[src/rtl/fsk_demod_pkg.sv]
// Shared types and default sizing for the zero-crossing FSK demodulator.
package fsk_demod_pkg;

  localparam int CNT_W_DEF   = 9;
  localparam int SYM_LEN_DEF = 100;
  localparam int VOTE_W_DEF  = 4;

  typedef enum logic [1:0] {
    ST_IDLE  = 2'd0,
    ST_ACQ   = 2'd1,
    ST_TRACK = 2'd2
  } state_e;

endpackage

[src/rtl/fsk_period_counter.sv]
// IF sign register, rising-edge detector and saturating cycles-since-edge counter.
module fsk_period_counter
  import fsk_demod_pkg::*;
#(
  parameter int CNT_W = CNT_W_DEF
) (
  input  logic             clk,
  input  logic             rst,
  input  logic             en_i,
  input  logic             if_sign_i,
  output logic             rise_o,
  output logic [CNT_W-1:0] pcnt_o,
  output logic             sat_o
);

  localparam logic [CNT_W-1:0] PMAX = {CNT_W{1'b1}};

  logic             sign_q;
  logic [CNT_W-1:0] pcnt_q;
  logic [CNT_W-1:0] pcnt_d;

  assign rise_o = en_i & if_sign_i & ~sign_q;
  assign sat_o  = (pcnt_q == PMAX);
  assign pcnt_o = pcnt_q;

  always_comb begin
    pcnt_d = pcnt_q;
    if (rise_o) begin
      pcnt_d = '0;
    end else if (!sat_o) begin
      pcnt_d = pcnt_q + 1'b1;
    end
  end

  always_ff @(posedge clk) begin
    if (rst) begin
      sign_q <= 1'b0;
      pcnt_q <= '0;
    end else begin
      sign_q <= if_sign_i;
      pcnt_q <= pcnt_d;
    end
  end

endmodule

[src/rtl/fsk_zc_demod.sv]
// Zero-crossing FSK demodulator: measures IF period between rising edges and
// majority-votes the per-period tone decisions over each symbol window.
module fsk_zc_demod
  import fsk_demod_pkg::*;
#(
  parameter int CNT_W   = CNT_W_DEF,
  parameter int SYM_LEN = SYM_LEN_DEF,
  parameter int VOTE_W  = VOTE_W_DEF
) (
  input  logic             clk,
  input  logic             rst,
  input  logic             en,
  input  logic             if_sign,
  input  logic [CNT_W-1:0] thresh,
  output logic [CNT_W-1:0] period,
  output logic             edge_valid,
  output logic             bit_out,
  output logic             bit_valid,
  output logic             no_signal
);

  localparam int SCNT_W = (SYM_LEN > 1) ? $clog2(SYM_LEN) : 1;
  localparam logic [SCNT_W-1:0] SCNT_LAST = SCNT_W'(SYM_LEN - 1);
  localparam logic [CNT_W-1:0]  PMAX      = {CNT_W{1'b1}};
  localparam logic [VOTE_W-1:0] VMAX      = {VOTE_W{1'b1}};

  logic             rise;
  logic             sat;
  logic [CNT_W-1:0] pcnt;
  logic [CNT_W-1:0] period_meas;
  logic             timeout;

  state_e            state_q, state_d;
  logic [CNT_W-1:0]  period_q, period_d;
  logic              edge_valid_q, edge_valid_d;
  logic              bit_out_q, bit_out_d;
  logic              bit_valid_q, bit_valid_d;
  logic              no_signal_q, no_signal_d;
  logic [SCNT_W-1:0] scnt_q, scnt_d;
  logic [VOTE_W-1:0] ones_q, ones_d;
  logic [VOTE_W-1:0] zeros_q, zeros_d;

  fsk_period_counter #(
    .CNT_W(CNT_W)
  ) u_pcnt (
    .clk      (clk),
    .rst      (rst),
    .en_i     (en),
    .if_sign_i(if_sign),
    .rise_o   (rise),
    .pcnt_o   (pcnt),
    .sat_o    (sat)
  );

  // pcnt holds (cycles since edge - 1), so the edge-to-edge distance is pcnt+1
  assign period_meas = sat ? PMAX : pcnt + 1'b1;
  assign timeout     = sat & ~rise;

  always_comb begin
    state_d      = state_q;
    period_d     = period_q;
    edge_valid_d = 1'b0;
    bit_out_d    = bit_out_q;
    bit_valid_d  = 1'b0;
    no_signal_d  = no_signal_q & ~rise;
    scnt_d       = scnt_q;
    ones_d       = ones_q;
    zeros_d      = zeros_q;

    unique case (state_q)
      ST_IDLE: begin
        scnt_d  = '0;
        ones_d  = '0;
        zeros_d = '0;
        state_d = ST_ACQ;
      end
      ST_ACQ: begin
        scnt_d  = '0;
        ones_d  = '0;
        zeros_d = '0;
        if (rise) state_d = ST_TRACK;
      end
      ST_TRACK: begin
        if (timeout) begin
          state_d     = ST_ACQ;
          no_signal_d = 1'b1;
          scnt_d      = '0;
          ones_d      = '0;
          zeros_d     = '0;
        end else begin
          if (rise) begin
            period_d     = period_meas;
            edge_valid_d = 1'b1;
            if (period_meas < thresh) begin
              if (ones_q != VMAX) ones_d = ones_q + 1'b1;
            end else begin
              if (zeros_q != VMAX) zeros_d = zeros_q + 1'b1;
            end
          end
          // Window close sees the vote cast in this same cycle
          if (scnt_q == SCNT_LAST) begin
            scnt_d      = '0;
            bit_valid_d = 1'b1;
            if (ones_d > zeros_d)      bit_out_d = 1'b1;
            else if (zeros_d > ones_d) bit_out_d = 1'b0;
            ones_d  = '0;
            zeros_d = '0;
          end else begin
            scnt_d = scnt_q + 1'b1;
          end
        end
      end
      default: state_d = ST_IDLE;
    endcase

    if (!en) begin
      state_d      = ST_IDLE;
      period_d     = period_q;
      edge_valid_d = 1'b0;
      bit_out_d    = bit_out_q;
      bit_valid_d  = 1'b0;
      no_signal_d  = no_signal_q;
      scnt_d       = '0;
      ones_d       = '0;
      zeros_d      = '0;
    end
  end

  always_ff @(posedge clk) begin
    if (rst) begin
      state_q      <= ST_IDLE;
      period_q     <= '0;
      edge_valid_q <= 1'b0;
      bit_out_q    <= 1'b0;
      bit_valid_q  <= 1'b0;
      no_signal_q  <= 1'b0;
      scnt_q       <= '0;
      ones_q       <= '0;
      zeros_q      <= '0;
    end else begin
      state_q      <= state_d;
      period_q     <= period_d;
      edge_valid_q <= edge_valid_d;
      bit_out_q    <= bit_out_d;
      bit_valid_q  <= bit_valid_d;
      no_signal_q  <= no_signal_d;
      scnt_q       <= scnt_d;
      ones_q       <= ones_d;
      zeros_q      <= zeros_d;
    end
  end

  assign period     = period_q;
  assign edge_valid = edge_valid_q;
  assign bit_out    = bit_out_q;
  assign bit_valid  = bit_valid_q;
  assign no_signal  = no_signal_q;

endmodule

[config.mk]
export PLATFORM = sky130hd
export DESIGN_NAME = fsk_zc_demod
export DESIGN_NICKNAME = d
export VERILOG_FILES = /design/src/rtl/fsk_demod_pkg.sv /design/src/rtl/fsk_period_counter.sv /design/src/rtl/fsk_zc_demod.sv
export SDC_FILE = /design/constraint.sdc
export NUM_CORES = 1
export LEC_CHECK = 0
export ABC_AREA = 1
export BUFFER_PORTS_ARGS = -buffer_cell sky130_fd_sc_hd__buf_2
export CAP_MARGIN = 30
export CORE_MARGIN = 1.5
export CORE_UTILIZATION = 55
export CTS_CLUSTER_SIZE = 8
export DETAILED_ROUTE_END_ITERATION = 6
export GPL_ROUTABILITY_DRIVEN = 0
export HOLD_SLACK_MARGIN = 0.12
export PLACE_DENSITY = 0.86
export SYNTH_ARGS = -nofsm -noshare
export SYNTH_HDL_FRONTEND = slang
export SYNTH_SLANG_ARGS = --single-unit
[constraint.sdc]
create_clock -name clk -period 4.7 [get_ports clk]
set_input_delay 0.235 -clock clk [delete_from_list [all_inputs] [get_ports clk]]
set_output_delay 0.235 -clock clk [all_outputs]
set_load 0.005 [all_outputs]
# After elaboration in Yosys (flattened, before gate mapping)
# Index checks and enable logic that the tools add are counted.
word_totals:
  elab_cells: 74
  regBits: 40
  in_bits: 13
op_classes:
  n_bitwise: 9
  n_mux: 29
  n_addsub: 4
  reduce_logical: 10
  n_lt_le_gt_ge: 3
  eq_ne: 8
ops:
  columns: ["operator", "n"]
  rows:
  - ["$mux W4", 14]
  - ["$pmux W4 S2", 2]
  - ["$mux W7", 2]
  - ["$pmux W7 S2", 1]
  - ["$add A9 B1 Y9 const B", 1]
  - ["$eq A9 B9 Y1 const B", 1]
  - ["$lt A9 B9 Y1", 1]
  - ["$mux W9", 1]
  - ["$add A4 B1 Y4 const B", 2]
  - ["$gt A4 B4 Y1", 2]
  - ["$ne A4 B4 Y1 const B", 2]
  - ["$add A7 B1 Y7 const B", 1]
  - ["$eq A7 B7 Y1 const B", 1]
  - ["$mux W1", 6]
  - ["$pmux W2 S3", 1]
  - ["$reduce_or A2 Y1", 3]
  - ["$not A1 Y1", 5]
  - ["$reduce_and A5 Y1", 1]
  - ["$and A1 B1 Y1", 4]
  - ["$mux W2", 2]
  - ["$ne A2 B2 Y1 const B", 2]
  - ["$reduce_and A4 Y1", 1]
  - ["$reduce_bool A2 Y1", 2]
  - ["$reduce_or A4 Y1", 1]
  - ["other kinds (4)", 4]

# Logic depth before layout (Yosys ltp)
# Gate-level depths: netlist of run 1.
logic_depth:
  word_depth: 10
  mapped_depth: 26

# Hierarchy
# From an unflattened synthesis of run 1, not the netlist that was laid out.
hier_totals:
  hier_cells: 364
  area_unflattened_um2: 2504.9
by_module_without_submodules:
  columns: ["mod", "area_each_um2", "cells_each", "n_inst"]
  rows:
  - ["fsk_zc_demod", 1989.4, 291, 1]
  - ["fsk_period_counter", 515.5, 73, 1]

# Worst setup path after synthesis of run 1
# No wires, ideal clock.
synth_path:
  kind: "register to register"
  startpoint: "reg u_pcnt.pcnt_q[0] (netlist: u_pcnt.pcnt_o[0])"
  endpoint: "reg bit_out_q (netlist: bit_out)"
  required_time_ns: 4.630
  stages_incl_launch_ff: 26
  path_slack_ns: 1.074
  t_arrival_ns: 3.556
  path_cell_list: "dfxtp_1 ha_1 nand3_1 nor3_1 inv_1 nor3_1 ha_1 buf_6 inv_2 clkbuf_1 nand3_1 ha_1 nand2_1 nand2_1 a21oi_1 nand2_1 nor2_2 nand3_1 nand2_1 nand2_1 ha_1 inv_1 nor2_1 o211ai_1 nand3_1 a21oi_1"
synth_between:
  elab_chain_cells: 10
synth_lines:
  columns: ["element", "line", "text"]
  rows:
  - ["start: declaration", "fsk_period_counter.sv:19", "logic [CNT_W-1:0] pcnt_q;"]
  - ["start signal: assignment", "fsk_period_counter.sv:41", "pcnt_q <= pcnt_d;"]
  - ["$add A9 B1 Y9 or $eq A9 B9 Y1 (tied branches)", "fsk_zc_demod.sv:56, fsk_period_counter.sv:23", null]
  - ["$mux W9 (*)", "fsk_zc_demod.sv:56", "assign period_meas = sat ? PMAX : pcnt + 1'b1;"]
  - ["named net period_meas[6]", "fsk_zc_demod.sv:30", "logic [CNT_W-1:0] period_meas;"]
  - ["$lt A9 B9 Y1 (*)", "fsk_zc_demod.sv:94", "if (period_meas < thresh) begin"]
  - ["$mux W4", "fsk_zc_demod.sv:94", null]
  - ["$mux W4", "fsk_zc_demod.sv:91", "if (rise) begin"]
  - ["$mux W4", "fsk_zc_demod.sv:84", "if (timeout) begin"]
  - ["$mux W4", "fsk_zc_demod.sv:70", "unique case (state_q)"]
  - ["$gt A4 B4 Y1, on equally long branches", "fsk_zc_demod.sv:104, fsk_zc_demod.sv:105", null]
  - ["$reduce_bool A2 Y1 (no line)", null, null]
  - ["$reduce_and A5 Y1 (no line)", null, null]
  - ["end signal: assignment", "fsk_zc_demod.sv:144", "bit_out_q <= bit_out_d;"]
  - ["end: declaration", "fsk_zc_demod.sv:36", "logic bit_out_q, bit_out_d;"]
# The timed path passes the listed nets; every way through them passes the cells marked *. The select of a mux whose other input is x is not followed.
# A chain may end at the register's enable or synchronous reset.

# Worst setup path after layout of run 1
# Ends and elaborated chain as after synthesis.

==> impl_summary.log, run 1 <==
INFO  metric timing.critical_path.from_type = register
INFO  metric cts.clk_slew.worst_paths = 0.08 ns
INFO  metric diodes = 0
INFO  metric first_global_vias = between 1,500 and 2,000
INFO  metric number_of_antenna_violations_at_the_first_check_in_global_routing = 0
INFO  metric power_leakage = roughly 0.0012 uW
INFO  metric worst_skew_pair.late_latency = roughly 0.29 ns
INFO  metric holdCritPathClass = in -> reg
INFO  metric multiInputGateArea = 1240 um2
INFO  metric timing.critical_path.fanout_max = 12
INFO  metric cp_top_family = simple AND/OR/NAND/NOR gates
INFO  metric rsz0062_at_grt = no
INFO  metric finish.net_count = 391
INFO  metric cts.sinks = 40
INFO  metric post_cts_hold_buffer_count = 0
INFO  metric crit_type = reg -> reg
INFO  metric timing.max_cap.violations = 0
INFO  metric crit_path_required_time = 4.93 ns
INFO  metric placedInstanceArea = 2490 um2
INFO  metric top_level_ports = 26
INFO  metric clock_tree_from_tritoncts = built
INFO  metric hold_path_depth = 2
INFO  metric post_route_cells_drive_above_1_share = 0.128
INFO  metric drv_slew = 0
INFO  metric number_of_search_and_repair_iterations_in_the_first_detailed_routing_pass = 5
INFO  metric filler_cell_count = 375
INFO  metric max-vdd-ir-drop = about 0.22 mV
INFO  metric synth_cell_type_count = 32
INFO  metric rr_worst_depth = 23
INFO  metric grt_start_max_net_pins = 19
INFO  metric cts-resized-gates = 0
INFO  metric tightestPinTransition = 0.609 ns
INFO  metric design.core.area = 4030 um2
INFO  metric end_kind = register
INFO  metric synth.yosys.seq_area_share = 0.343
INFO  metric gr-usage-all-layers = 0.227
INFO  metric final-seq-area = 801 um2
INFO  metric report.final.setup_viol = 0
INFO  metric cp_num_cells = 23
INFO  metric starting_density = 0.580
INFO  metric number_of_h_tree_branching_levels = 2
INFO  metric placement.io_buffers = 25
INFO  metric syn-mean-instance-area = between 6 and 7 um2
INFO  metric crit_path_frequent_cell = sky130_fd_sc_hd__nand2_1
INFO  metric post-route-period-util = 0.881
INFO  metric synth_seq_cells = 40
INFO  metric floorplan.die_area = 4650 um2
INFO  metric detail_route.drc_violations = 0
INFO  metric fin_crit = 4.14 ns
INFO  metric status = completed
INFO  metric layout-area-overhead-vs-synth = 9.97%
INFO  metric worst_clock_skew = 0.00708 ns
INFO  metric place.detailed.hpwl = 3.59 mm
INFO  metric syn-num-nets = 365
INFO  metric arrival = 4.37 ns
INFO  metric ys_warn_count = 0
INFO  metric post_synth_instance_area = 2330 um2
INFO  metric postRouteAntennaNets = 0
INFO  metric drtIter0Drc = between 100 and 150
INFO  metric synthesis.instances = 334
INFO  metric cts_post_setup_buffers_inserted = 0
INFO  metric max_stage_delay = 0.50 ns
INFO  metric die-width = between 60 and 70 um
INFO  metric power_per_cell_area = 235 nW/um2
INFO  metric num_vias = 2,159
INFO  metric globalRouteOverflowTotal = 0
INFO  metric die_y = 68.2 um
INFO  metric hold_violations = 0
INFO  metric cts-root-buf = sky130_fd_sc_hd__clkbuf_8
INFO  metric clk_path_buf_depth = 2
INFO  metric design_area = 2570 um2
INFO  metric routedWlPerCell = roughly 11 um
INFO  metric viasPerCell = 5.27
INFO  metric timing.fmax = 0.242 GHz
INFO  metric crit_path_top_delay_cell = sky130_fd_sc_hd__ha_1
INFO  metric numCtsBuffers = 5
INFO  metric row_count = 23
INFO  metric totalWireLength = 4.70 mm
INFO  metric wire_length_of_the_first_global_routing_pass = 8.05 mm
INFO  metric worst_slew_margin_rel = 0.593
INFO  metric path_cells = ha_1, nand3_1, nor3_1, inv_1, nor3_1, ha_1, inv_2, nand3_1, ha_1, nand2_1, nand2_1, a21oi_1, nand2_1, nor2_2, nand3_1, nand2_1, nand2_1, ha_1, inv_1, nor2_1, o211ai_1, nand3_1, a21oi_1
INFO  metric setup_tns = 0 ns
INFO  metric worstPathBufferInverterCount = 3
[cell usage after synthesis]
master,number,share of area
sky130_fd_sc_hd__a21oi_1,24,0.051
sky130_fd_sc_hd__nand4_1,9,0.024
sky130_fd_sc_hd__nor2_1,34,0.055
sky130_fd_sc_hd__o21ai_4,1,0.0070
sky130_fd_sc_hd__a21oi_4,1,0.0070
sky130_fd_sc_hd__nand3_2,2,0.0086
sky130_fd_sc_hd__nand3_1,26,0.056
sky130_fd_sc_hd__nor3_2,1,0.0043
sky130_fd_sc_hd__nand2_2,1,0.0027
sky130_fd_sc_hd__ha_1,18,0.096
sky130_fd_sc_hd__clkbuf_1,3,0.0048
sky130_fd_sc_hd__dfxtp_1,40,0.34
sky130_fd_sc_hd__buf_2,2,0.0043
sky130_fd_sc_hd__nor3_1,3,0.0064
sky130_fd_sc_hd__inv_1,63,0.10
sky130_fd_sc_hd__clkinv_4,1,0.0038
sky130_fd_sc_hd__nor3_4,1,0.0070
sky130_fd_sc_hd__or2_2,1,0.0027
sky130_fd_sc_hd__nor3b_2,1,0.0054
sky130_fd_sc_hd__o21ai_0,16,0.034
sky130_fd_sc_hd__nor2_4,1,0.0048
sky130_fd_sc_hd__a211oi_1,2,0.0064
sky130_fd_sc_hd__a31oi_1,2,0.0054
sky130_fd_sc_hd__inv_2,3,0.0048
sky130_fd_sc_hd__and2_1,3,0.0080
sky130_fd_sc_hd__o21ai_1,1,0.0021
sky130_fd_sc_hd__nor3b_1,1,0.0032
sky130_fd_sc_hd__xor2_1,5,0.019
sky130_fd_sc_hd__buf_6,1,0.0048
sky130_fd_sc_hd__o211ai_1,5,0.016
sky130_fd_sc_hd__nor2_2,1,0.0027
sky130_fd_sc_hd__nand2_1,61,0.098
[where the power goes]
part / switching [uW] / internal, uW
clock network: 115 / 101
logic: 28.0 / 15.7
registers: 3.11 / 342
total: 146 / 459
[logic make-up after synthesis]
kind of cell             share of synthesized area
AND/OR/NAND/NOR                              0.288
XOR/XNOR                                    0.0188
flip-flops                                   0.343
AO/OA/AOI/OAI                                0.130
buffers and inverters                        0.124
adder cells (fa/ha/maj)                     0.0965
[metrics by stage]
stage / total power [uW] / util / setup slack, ns / hold slack, ns / cells
after floorplan: 382 / - / 1.07 / 0.304 / 334
after global placement: 394 / 0.618 / 0.863 / 0.454 / 403
after detailed placement: 396 / 0.618 / 0.595 / 0.462 / 403
after CTS: 605 / 0.637 / 0.587 / 0.180 / 410
after global routing: 624 / 0.637 / 0.0751 / 0.188 / 410
final: 605 / 0.637 / 0.561 / 0.181 / 410
[cell type report]
type	instances	area share
flip-flops and latches	40	0.312
inverters	67	0.0999
repair buffers	25	0.0487
clock buffers	6	0.0283
clock inverters	1	0.00195
well taps	50	0.0244
multi-input cells	221	0.485
[per-layer routing]
metal | track usage | vias to the layer above | wire length, um
met1 | 0.311 | 981 | 2240
met2 | 0.367 | 52 | 2130
met4 | 0.0650 | 0 | 57
li1 | - | 1118 | -
met5 | 0 | - | 0
met3 | 0.0395 | 8 | 273
[cell usage in the layout (no fill, tap or decap), drive strengths merged]
cell,count
nand4,9
and2,3
inv,66
buf,25
o211ai,5
dfxtp,40
a31oi,2
a21oi,25
nand3,28
nor3,5
nand2,62
o21ai,18
clkbuf,6
or2,1
a211oi,2
nor2,36
nor3b,2
clkinv,2
xor2,5
ha,18
[final timing paths]
kind / startpoint / to / slack (ns)
max: u_pcnt.pcnt_o[0] / bit_out / 0.56
min: rst / bit_out / 0.18
max reg2reg: u_pcnt.pcnt_o[0] / bit_out / 0.56
min reg2reg: zeros_q[3] / zeros_q[3] / 0.47
[sequential cells by signal, summed over array words and instances (netlist names)]
name,count
period,9
bit_out,1
bit_valid,1
edge_valid,1
no_signal,1
zeros_q,4
u_pcnt.sign_q,1
ones_q,4
scnt_q,7
state_q,2
u_pcnt.pcnt_o,9
[worst register-to-register path, delay by kind of cell, from the launching register on]
kind	cells	cell delay [ns]
AOI/OAI and AO/OA	3	0.47
adders and majority gates	4	1.26
DFF	1	0.42
and+or+nand+nor	13	1.58
buffers and inverters	3	0.35
Note: power is estimated with default switching activity, not from simulation.
==> run 2: changes to the inputs <==
--- a/config.mk
+++ b/config.mk
@@ -9,12 +9,12 @@
 export BUFFER_PORTS_ARGS = -buffer_cell sky130_fd_sc_hd__buf_2
 export CAP_MARGIN = 30
 export CORE_MARGIN = 1.5
-export CORE_UTILIZATION = 55
+export CORE_UTILIZATION = 42
 export CTS_CLUSTER_SIZE = 8
 export DETAILED_ROUTE_END_ITERATION = 6
 export GPL_ROUTABILITY_DRIVEN = 0
 export HOLD_SLACK_MARGIN = 0.12
-export PLACE_DENSITY = 0.86
+export PLACE_DENSITY = 0.7
 export SYNTH_ARGS = -nofsm -noshare
 export SYNTH_HDL_FRONTEND = slang
 export SYNTH_SLANG_ARGS = --single-unit
==> constraint.sdc (replaced) <==
create_clock -name clk -period 5 [get_ports clk]
set_input_delay 0.25 -clock clk [delete_from_list [all_inputs] [get_ports clk]]
set_output_delay 0.25 -clock clk [all_outputs]
set_load 0.005 [all_outputs]
==> run 2 against run 1 <==
  * Global-route usage down 5.5 points
  * Register-to-register slack improved by 0.32 ns
  * Critical path depth did not move
  * First-iteration DRC count shrank 33%
  * Worst setup slack improved by 0.32 ns
  * Die area grew 30%
  * Critical path type unchanged
==> impl_summary.log, run 2 (synthesized netlist as in run 1, its figures left out) <==
INFO  metric power_frac_seq = 0.497
INFO  metric end_kind = register
INFO  metric crit_path_top_delay_cell = sky130_fd_sc_hd__ha_1
INFO  metric starting_density = 0.446
INFO  metric max_stage_delay = about 0.48 ns
INFO  metric numCtsBuffers = 5
INFO  metric design.core.area = 5240 um2
INFO  metric final-seq-area = 801 um2
INFO  metric top_level_ports = 26
INFO  metric timing.fmax = 0.243 GHz
INFO  metric layout.cells.most_common = sky130_fd_sc_hd__inv_1
INFO  metric diodes = 0
INFO  metric number_of_antenna_violations_at_the_first_check_in_global_routing = 0
INFO  metric rr_worst_depth = 23
INFO  metric clock_tree_from_tritoncts = built
INFO  metric clkPwrFrac = 0.441
INFO  metric post_route_cells_drive_above_1_share = 0.133
INFO  metric multiInputGateArea = 1240 um2
INFO  metric tightestPinTransition = 0.604 ns
INFO  metric placedInstanceArea = 2510 um2
INFO  metric worst_clock_skew = 0.00983 ns
INFO  metric cts_post_setup_buffers_inserted = 0
INFO  metric gr-usage-all-layers = 0.173
INFO  metric layout-area-overhead-vs-synth = 13.1%
INFO  metric worstReg2RegEnd = bit_out
INFO  metric crit_type = reg -> reg
INFO  metric worst_skew_pair.late_latency = 0.30 ns
INFO  metric cts.sinks = 40
INFO  metric net_sw_frac = 0.215
INFO  metric timing.reg2reg.setup_slack = 0.88 ns
INFO  metric wire_length_of_the_first_global_routing_pass = slightly above 8 mm
INFO  metric postRouteAntennaNets = 0
INFO  metric worst_slew_margin_rel = 0.596
INFO  metric floorplan.die_area = 6020 um2
INFO  metric routedWlPerCell = 10.9 um
INFO  metric timing.hold.worst_endpoint = bit_out
INFO  metric die-width = just under 80 um
INFO  metric drtIter0Drc = 84
INFO  metric timing.max_cap.violations = 0
INFO  metric place.detailed.hpwl = about 3.6 mm
INFO  metric arrival = 4.36 ns
INFO  metric status = completed
INFO  metric overall_power = 652 uW
INFO  metric post_cts_hold_buffer_count = 0
INFO  metric finish.net_count = ~390
INFO  metric rsz0062_at_grt = no
INFO  metric p_sw = approximately 140 uW
INFO  metric number_of_h_tree_branching_levels = 2
INFO  metric regToRegStartpoint = u_pcnt.pcnt_o[0]
INFO  metric first_global_vias = between 1,500 and 2,000
INFO  metric hold_path.startpoint = rst
INFO  metric cts-root-buf = sky130_fd_sc_hd__clkbuf_8
INFO  metric hold_path_depth = 2
INFO  metric placement.io_buffers = 25
INFO  metric p_comb_frac = 0.062
INFO  metric layout_common_cells = sky130_fd_sc_hd__inv_1, sky130_fd_sc_hd__nand2_1, sky130_fd_sc_hd__dfxtp_1, sky130_fd_sc_hd__nor2_1, sky130_fd_sc_hd__nand3_1
INFO  metric post-route-period-util = 0.824
INFO  metric timing.critical_path.from_type = register
INFO  metric drv_slew = 0
INFO  metric setup_tns = 0 ns
INFO  metric num_vias = between 2,000 and 2,500
INFO  metric row_count = 26
INFO  metric power_per_cell_area = 247 nW/um2
INFO  metric globalRouteOverflowTotal = 0
INFO  metric clk_path_buf_depth = 2
INFO  metric max-vdd-ir-drop = 0.194 mV
INFO  metric holdCritPathClass = in -> reg
INFO  metric hold_violations = 0
INFO  metric path_cells = ha_1, nand3_1, nor3_1, inv_1, nor3_1, ha_1, inv_2, nand3_1, ha_1, nand2_1, nand2_1, a21oi_1, nand2_1, nor2_2, nand3_1, nand2_1, nand2_1, ha_1, inv_1, nor2_1, o211ai_1, nand3_1, a21oi_1
INFO  metric postLayoutCoreUtil = 0.504
INFO  metric report.final.setup_viol = 0
INFO  metric timing.critical_path.fanout_max = 12
INFO  metric power_leakage = 0.00125 uW
INFO  metric crit_path_frequent_cell = sky130_fd_sc_hd__nand2_1
INFO  metric die_y = a little under 80 um
INFO  metric fin_crit = 4.12 ns
INFO  metric cellInternalPower = 512 uW
INFO  metric crit_path_required_time = 5.24 ns
INFO  metric filler_cell_count = ~520
INFO  metric design_area = 2640 um2
INFO  metric grt_start_max_net_pins = 19
INFO  metric totalWireLength = roughly 4.7 mm
INFO  metric number_of_search_and_repair_iterations_in_the_first_detailed_routing_pass = 4
INFO  metric detail_route.drc_violations = 0
INFO  metric viasPerCell = 4.86
INFO  metric cts.clk_slew.worst_paths = 0.08 ns
INFO  metric cts-resized-gates = 0
[run 2: cell types whose count changed in the layout (fill, tap and decap cells not counted), sizes merged]
| cell | previous run | this run |
|---|---|---|
| clkbuf | 6 | 7 |
| clkinv | 2 | 1 |
| bufinv | 0 | 1 |
[run 2: critical path: cells and delay by family, from the launching register on]
kind                       cells  cell delay (ns)
AOI/OAI and AO/OA              3             0.47
DFF                            1             0.42
adders and majority gates      4             1.24
and+or+nand+nor               13             1.56
buffers and inverters          3             0.36
[run 2: worst max-delay path by stage]
stage	startpoint	endpoint	slack, ns	cells past startpoint
finish	u_pcnt.pcnt_o[0]	bit_out	0.88	23
global route	u_pcnt.pcnt_o[0]	bit_out	0.36	23
CTS	u_pcnt.pcnt_o[0]	bit_out	0.89	23
detailed placement	u_pcnt.pcnt_o[0]	bit_out	0.94	23
global placement	u_pcnt.pcnt_o[0]	bit_out	1.14	24
floorplan	u_pcnt.pcnt_o[0]	bit_out	1.37	25
[run 2: cell type report]
type / instances / share of cell area
clock buffer: 7 / 0.0365
clock inverter: 1 / 0.0114
inverter: 67 / 0.0971
multi-input combinational: 221 / 0.471
sequential: 40 / 0.303
tap: 70 / 0.0332
timing repair buffer: 25 / 0.0474
[run 2: metrics by stage]
step | cells | hold slack (ns) | worst slack [ns]
floorplan | 334 | 0.319 | 1.37
global placement | 423 | 0.453 | 1.14
detailed placement | 423 | 0.456 | 0.939
CTS | 431 | 0.190 | 0.893
global route | 431 | 0.213 | 0.361
finish | 431 | 0.190 | 0.878
[run 2: power by group through the flow]
stage / registers, uW / logic (uW) / clock network (uW)
final: 324 / 40.1 / 288
after floorplan: 331 / 28.4 / 0
after global placement: 331 / 39.7 / 0
after global routing: 325 / 46.2 / 308
after detailed placement: 332 / 40.3 / 0
after CTS: 324 / 40.5 / 295
[run 2: metal layers]
layer,track usage,vias up,share of wire
met3,0.0318,7,0.039
met4,0.0673,0,0.017
met5,0,-,0
met1,0.221,937,0.49
li1,-,1122,-
met2,0.286,28,0.45
